[config.mk]
export PLATFORM = sky130hd
export DESIGN_NAME = receiver_data_arbiter
export DESIGN_NICKNAME = d
export VERILOG_FILES = /design/src/rtl/rx_arb_pkg.sv /design/src/rtl/rx_sync_fifo.sv /design/src/rtl/receiver_data_arbiter.sv
export SDC_FILE = /design/constraint.sdc
export NUM_CORES = 2
export LEC_CHECK = 0
export ABC_AREA = 1
export BUFFER_PORTS_ARGS = -buffer_cell sky130_fd_sc_hd__buf_2
export CORE_ASPECT_RATIO = 1.1
export CORE_MARGIN = 2
export CORE_UTILIZATION = 45
export CTS_CLUSTER_DIAMETER = 150
export DETAILED_ROUTE_END_ITERATION = 6
export HOLD_SLACK_MARGIN = 0.06
export SETUP_SLACK_MARGIN = 0.15
export SYNTH_ARGS = -nofsm -noshare
export SYNTH_HDL_FRONTEND = slang
export SYNTH_SLANG_ARGS = --single-unit
[constraint.sdc]
create_clock -name clk_96MHz -period 4.9 [get_ports clk_96MHz]
set_input_delay 0.49 -clock clk_96MHz [delete_from_list [all_inputs] [get_ports clk_96MHz]]
set_output_delay 0.49 -clock clk_96MHz [all_outputs]
set_load 0.01 [all_outputs]
[src/rtl/rx_arb_pkg.sv]
// Shared widths and entry field layout for the receiver data arbiter.
// Entries are packed as {id, data, ts} with ts in the low bits.
package rx_arb_pkg;

  localparam int unsigned DATA_W = 17;
  localparam int unsigned TS_W   = 24;

  localparam int unsigned TS_LSB   = 0;
  localparam int unsigned DATA_LSB = TS_LSB + TS_W;
  localparam int unsigned ID_LSB   = DATA_LSB + DATA_W;

  // ENTRY_W depends on the receiver-index width chosen by the instantiating block.
  function automatic int unsigned entry_w(input int unsigned id_w);
    return id_w + DATA_W + TS_W;
  endfunction

endpackage

[src/rtl/rx_sync_fifo.sv]
// Synchronous FIFO with registered level/full/empty and a combinational head read.
// Push while full and pop while empty are ignored.
module rx_sync_fifo #(
  parameter int unsigned Width = 8,
  parameter int unsigned Depth = 16
) (
  input  logic                     clk_i,
  input  logic                     rst_ni,
  input  logic                     push_i,
  input  logic [Width-1:0]         wdata_i,
  input  logic                     pop_i,
  output logic [Width-1:0]         rdata_o,
  output logic [$clog2(Depth):0]   level_o,
  output logic                     full_o,
  output logic                     empty_o
);

  localparam int unsigned AddrW  = $clog2(Depth);
  localparam int unsigned LevelW = AddrW + 1;

  logic [Width-1:0]  mem_q [Depth];
  logic [AddrW-1:0]  wr_ptr_q, rd_ptr_q;
  logic [LevelW-1:0] level_q, level_d;
  logic              full_q, empty_q;
  logic              do_push, do_pop;

  assign do_push = push_i & ~full_q;
  assign do_pop  = pop_i & ~empty_q;

  always_comb begin
    level_d = level_q;
    if (do_push && !do_pop) begin
      level_d = level_q + 1'b1;
    end else if (!do_push && do_pop) begin
      level_d = level_q - 1'b1;
    end
  end

  always_ff @(posedge clk_i or negedge rst_ni) begin
    if (!rst_ni) begin
      wr_ptr_q <= '0;
      rd_ptr_q <= '0;
      level_q  <= '0;
      full_q   <= 1'b0;
      empty_q  <= 1'b1;
    end else begin
      if (do_push) wr_ptr_q <= wr_ptr_q + 1'b1;
      if (do_pop)  rd_ptr_q <= rd_ptr_q + 1'b1;
      level_q <= level_d;
      full_q  <= (level_d == LevelW'(Depth));
      empty_q <= (level_d == '0);
    end
  end

  // Storage is cleared on reset so the head reads as zero while empty.
  always_ff @(posedge clk_i or negedge rst_ni) begin
    if (!rst_ni) begin
      for (int i = 0; i < int'(Depth); i++) mem_q[i] <= '0;
    end else if (do_push) begin
      mem_q[wr_ptr_q] <= wdata_i;
    end
  end

  assign rdata_o = mem_q[rd_ptr_q];
  assign level_o = level_q;
  assign full_o  = full_q;
  assign empty_o = empty_q;

endmodule

[src/rtl/receiver_data_arbiter.sv]
// Captures decoded BMC words per receiver, round-robin arbitrates them into one FIFO.
// Optional RX_ARB_DROP_COUNT_EN adds per-channel saturating drop counters.
module receiver_data_arbiter
  import rx_arb_pkg::*;
#(
  parameter int unsigned NB_RECEIVERS = 4,
  parameter int unsigned FIFO_DEPTH   = 16,
  parameter int unsigned ID_W         = $clog2(NB_RECEIVERS)
) (
  input  logic                           clk_96MHz,
  input  logic                           reset_n,
  input  logic [NB_RECEIVERS-1:0]        rx_data_availible,
  input  logic [NB_RECEIVERS*DATA_W-1:0] rx_decoded_data,
  input  logic [NB_RECEIVERS*TS_W-1:0]   rx_timestamp,
  input  logic                           out_ready,
  input  logic                           clear_overrun,
  output logic                           out_valid,
  output logic [ID_W-1:0]                out_rx_id,
  output logic [DATA_W-1:0]              out_data,
  output logic [TS_W-1:0]                out_timestamp,
  output logic [$clog2(FIFO_DEPTH):0]    fifo_level,
  output logic [NB_RECEIVERS-1:0]        overrun
`ifdef RX_ARB_DROP_COUNT_EN
  ,
  output logic [NB_RECEIVERS*8-1:0]      drop_count
`endif
);

  localparam int unsigned ENTRY_W = entry_w(ID_W);

  logic [NB_RECEIVERS-1:0] prev_av_q, pending_q, pending_d, overrun_q, overrun_d;
  logic [NB_RECEIVERS-1:0] cap, ovr_evt;
  logic [ID_W-1:0]         rr_ptr_q, rr_ptr_d, grant_idx, search_idx;
  logic                    grant_vld;
  logic [DATA_W-1:0]       slot_data_q [NB_RECEIVERS];
  logic [TS_W-1:0]         slot_ts_q   [NB_RECEIVERS];
  logic                    fifo_full, fifo_empty;
  logic [ENTRY_W-1:0]      push_entry, head_entry;

  assign cap = rx_data_availible & ~prev_av_q;

  // First pending slot at or after rr_ptr, wrapping; the full flag is registered.
  always_comb begin
    grant_vld  = 1'b0;
    grant_idx  = '0;
    search_idx = '0;
    for (int k = 0; k < int'(NB_RECEIVERS); k++) begin
      search_idx = ID_W'((32'(rr_ptr_q) + 32'(k)) % NB_RECEIVERS);
      if (!fifo_full && !grant_vld && pending_q[search_idx]) begin
        grant_vld = 1'b1;
        grant_idx = search_idx;
      end
    end
    rr_ptr_d = grant_vld ? ID_W'((32'(grant_idx) + 32'd1) % NB_RECEIVERS) : rr_ptr_q;
  end

  // A capture on a granted slot is not a loss: the old word leaves this cycle.
  always_comb begin
    pending_d = pending_q;
    ovr_evt   = '0;
    for (int i = 0; i < int'(NB_RECEIVERS); i++) begin
      if (grant_vld && grant_idx == ID_W'(i)) pending_d[i] = 1'b0;
      if (cap[i]) begin
        ovr_evt[i]   = pending_q[i] & ~(grant_vld && grant_idx == ID_W'(i));
        pending_d[i] = 1'b1;
      end
    end
    overrun_d = (clear_overrun ? '0 : overrun_q) | ovr_evt;
  end

  always_ff @(posedge clk_96MHz or negedge reset_n) begin
    if (!reset_n) begin
      prev_av_q <= '0;
      pending_q <= '0;
      overrun_q <= '0;
      rr_ptr_q  <= '0;
      for (int i = 0; i < int'(NB_RECEIVERS); i++) begin
        slot_data_q[i] <= '0;
        slot_ts_q[i]   <= '0;
      end
    end else begin
      prev_av_q <= rx_data_availible;
      pending_q <= pending_d;
      overrun_q <= overrun_d;
      rr_ptr_q  <= rr_ptr_d;
      for (int i = 0; i < int'(NB_RECEIVERS); i++) begin
        if (cap[i]) begin
          slot_data_q[i] <= rx_decoded_data[DATA_W*i +: DATA_W];
          slot_ts_q[i]   <= rx_timestamp[TS_W*i +: TS_W];
        end
      end
    end
  end

  assign push_entry = {grant_idx, slot_data_q[grant_idx], slot_ts_q[grant_idx]};

  rx_sync_fifo #(
    .Width (ENTRY_W),
    .Depth (FIFO_DEPTH)
  ) u_fifo (
    .clk_i   (clk_96MHz),
    .rst_ni  (reset_n),
    .push_i  (grant_vld),
    .wdata_i (push_entry),
    .pop_i   (out_ready),
    .rdata_o (head_entry),
    .level_o (fifo_level),
    .full_o  (fifo_full),
    .empty_o (fifo_empty)
  );

  assign out_valid     = ~fifo_empty;
  assign out_rx_id     = head_entry[ID_LSB +: ID_W];
  assign out_data      = head_entry[DATA_LSB +: DATA_W];
  assign out_timestamp = head_entry[TS_LSB +: TS_W];
  assign overrun       = overrun_q;

`ifdef RX_ARB_DROP_COUNT_EN
  logic [7:0] drop_cnt_q [NB_RECEIVERS];

  always_ff @(posedge clk_96MHz or negedge reset_n) begin
    if (!reset_n) begin
      for (int i = 0; i < int'(NB_RECEIVERS); i++) drop_cnt_q[i] <= '0;
    end else begin
      for (int i = 0; i < int'(NB_RECEIVERS); i++) begin
        if (clear_overrun) begin
          drop_cnt_q[i] <= ovr_evt[i] ? 8'd1 : 8'd0;
        end else if (ovr_evt[i] && drop_cnt_q[i] != 8'hFF) begin
          drop_cnt_q[i] <= drop_cnt_q[i] + 8'd1;
        end
      end
    end
  end

  always_comb begin
    drop_count = '0;
    for (int i = 0; i < int'(NB_RECEIVERS); i++) drop_count[8*i +: 8] = drop_cnt_q[i];
  end
`endif

endmodule

==> results.ini <==
[outcome]
outcome=finished, final reports clean

[critical_path]
worstSetupStartpoint=u_fifo.rd_ptr_q[0]
critPathCapture=out_timestamp[5]
cpLargestDelayFamily=buffers and inverters
regToRegSetupSlack_ns=1.46
rr_endpoint=u_fifo.mem_q[87]
r2r-start=rr_ptr_q[0]
critPathLaunchType=register
cp.arrival_ns=3.43
cp_slowest_stage_delay_ns=0.71
critical_path_depth=7
worst-path-buf-inv=3
path_cells=inv_8 > buf_12 > o21ai_0 > o221ai_1 > nand3_1 > nand2_1 > buf_2
r2r_cells=14
critPathSlowestCell=dfrtp_4
cp_max_fo=112
cp-end-kind=output pin
critPathRequiredTime_ns=4.41
critPathKind=register to output pin

[place]
dp.cells=6278
dp_hpwl_um=75300
post-place-ws_ns=1.51
io_buffers=224
place_congestion=0.818
post_dp_cell_area_um2=43000

[final_layout]
fin_area_um2=47500
nets=5498
area_growth_pct=15.3
drive_gt1_frac=0.114
fillCellCount=8591
fin_cells=6577

[clock_tree]
clockBufferDepth=3
clock_latency_ns=0.68
cts_sinks=881
h-tree-depth=3
cts.repair.resized=0
cts-buffers-inserted=94
root_buffer=clkbuf_16
cts_tree=built
path_clk_slew_ns=0.06

[drt]
dr_total_vias=36545
first_pass_iters=5
ant_nets=0
detail_route.iter0.violations=3832
via_per_inst=5.56
post_drt_wl_per_cell_um=21.2
wl_um=139000
post-route-drc-count=0

[yosys]
syn_inst=5170
synth_most_common_cell=nand2_1
synth.distinct_cells=32
synth-edff-count=0
seq_area_frac_synth=0.536
async_flop_share=1.00
yosysTopAreaCell=dfrtp_1
synth_top_area_frac=0.535
synth_common_cells=nand2_1, dfrtp_1, nor2_1, o21ai_0, clkbuf_1
postSynthAreaPerCell_um2=7.96
ys_ff_latch=881
synth_area_leaders=dfrtp_1, nand2_1, o21ai_0
syn_nets=5353
synth_ff_type=dfrtp_1
mappedNetlistArea_um2=41200
yosys_warnings=0

[power_and_ir_drop]
power_mw=40.4
seq_power_share=0.294
powerDensity_nw_per_um2=850
power.internal_mw=20.1
power_switching_mw=20.3
clkPwrFrac=0.185
peakVddDrop_uv=1350
leakagePower_nw=24.3
combinationalPowerShare=0.520
power.share.switching=0.502

[grt]
antenna_found_initial=5
grt_busiest_layer=met2
grt_pass1_wl_um=215000
grt_use_met3=0.0435
gr-usage-met2=0.483
overflow=0
grt_pass1_vias=35980
met1_usage=0.410
grt_start_max_net_pins=142
grtUsageTotal=0.297

[die]
die_h_um=321
dieWidth_um=292
top_level_ports=225
die_area_um2=93900
design.core.area_um2=90900
start_util=0.453
rows=116

[timing]
finalSetupViolations=0
hold_violations=0
worstMarginPinSlew_ns=1.24
setup_tns_ns=0
fin_worst_skew_ns=0.0195
fin_crit_sh=0.800
grt_setup_unrepaired=no
drv_slew=0
period_minus_slack_ns=3.92
fmax_mhz=255
setup_ws_ns=0.982
relSlewSlack=0.177

[job]
cap_viol_max_count=0

[min_path]
min-delay-path-class=input pin to register

[per-layer routing]
layer	wire, um	vias to the layer above
li1	-	16795
met1	59800	17995
met2	64400	1488
met3	10900	265
met4	4080	2
met5	13	-
[placed cells by master (no fill, tap or decap), drive strengths merged]
master / instances
dfstp: 1
bufinv: 6
o21ai: 384
o221ai: 148
dlygate4sd3: 121
clkinv: 16
nand3b: 59
mux2: 59
nor3: 3
nor2: 469
inv: 169
nand3: 182
buf: 308
xor2: 10
a21o: 1
o22ai: 27
nand2: 2251
dfrtp: 880
nand4: 7
o211ai: 25
a21oi: 106
clkbuf: 153
ha: 11
diode: 1
[power by group through the flow]
stage | Clock (mW) | Combinational, mW | Sequential, mW
floorplan | 0 | 14.5 | 11.4
global route | 7.89 | 23.0 | 12.2
finish | 7.47 | 21.0 | 11.9
global placement | 0 | 20.5 | 11.9
CTS | 7.59 | 20.8 | 11.8
detailed placement | 0 | 20.7 | 11.9
[worst min-delay path: cells and delay by family]
kind / cells / cell delay (ns)
buffers and inverters: 1 / 0.08
AO/OA/AOI/OAI: 1 / 0.10
AND/OR/NAND/NOR: 1 / 0.03
[flip-flops by register name, summed over array words and instances (netlist names)]
name,count
u_fifo.mem_q,688
slot_ts_q,96
slot_data_q,68
u_fifo.level_o,5
overrun,4
pending_q,4
prev_av_q,4
u_fifo.rd_ptr_q,4
u_fifo.wr_ptr_q,4
rr_ptr_q,2
u_fifo.empty_o,1
u_fifo.full_o,1
[repair_timing]
action | in CTS | in global routing
hold buffers | 120 | 1
hold endpoints to repair | 209 | 1
setup buffers | 0 | 0
[worst min-delay path by stage]
stage | start | end | slack, ns | cells after the start
CTS | rx_decoded_data[1] | slot_data_q[52] | 0.06 | 3
global route | rx_timestamp[33] | slot_ts_q[57] | 0.08 | 2
finish | rx_timestamp[19] | slot_ts_q[91] | 0.08 | 3
detailed placement | u_fifo.mem_q[597] | u_fifo.mem_q[597] | 0.46 | 2
floorplan | reset_n | overrun[0] | 0.19 | 0
global placement | u_fifo.mem_q[469] | u_fifo.mem_q[469] | 0.46 | 2
[cell families (layout without fill, tap and decap cells)]
kind of cell,Yosys count,in the layout,share of synthesized area
AOI/OAI and AO/OA,691,691,0.100
and+or+nand+nor,2971,2971,0.286
adders and majority gates,11,11,0.00334
xor gates and xnor gates,10,10,0.00213
muxes,59,59,0.0161
buffers and inverters,547,773,0.0571
other,0,1,0
DFF,881,881,0.536
[per-stage QoR]
| step | utilization | hold WS, ns |
|---|---|---|
| final | 0.522 | 0.0811 |
| after global routing | 0.522 | 0.0774 |
| after floorplan | - | 0.194 |
| after detailed placement | 0.473 | 0.460 |
| after global placement | 0.473 | 0.456 |
| after CTS | 0.522 | 0.0600 |
[area by class of cell]
class / count / area [um^2] / share of cell area
Tap cell: 1180 / 1480 / 0.0311
Antenna cell: 1 / 2.50 / 0.0000527
Clock buffer: 153 / 2920 / 0.0614
Clock inverter: 24 / 345 / 0.00728
Timing Repair Buffer: 429 / 3170 / 0.0669
Multi-Input combinational cell: 3742 / 16800 / 0.355
Inverter: 167 / 641 / 0.0135
Sequential cell: 881 / 22100 / 0.465
Power figures use the tool's default switching activity.
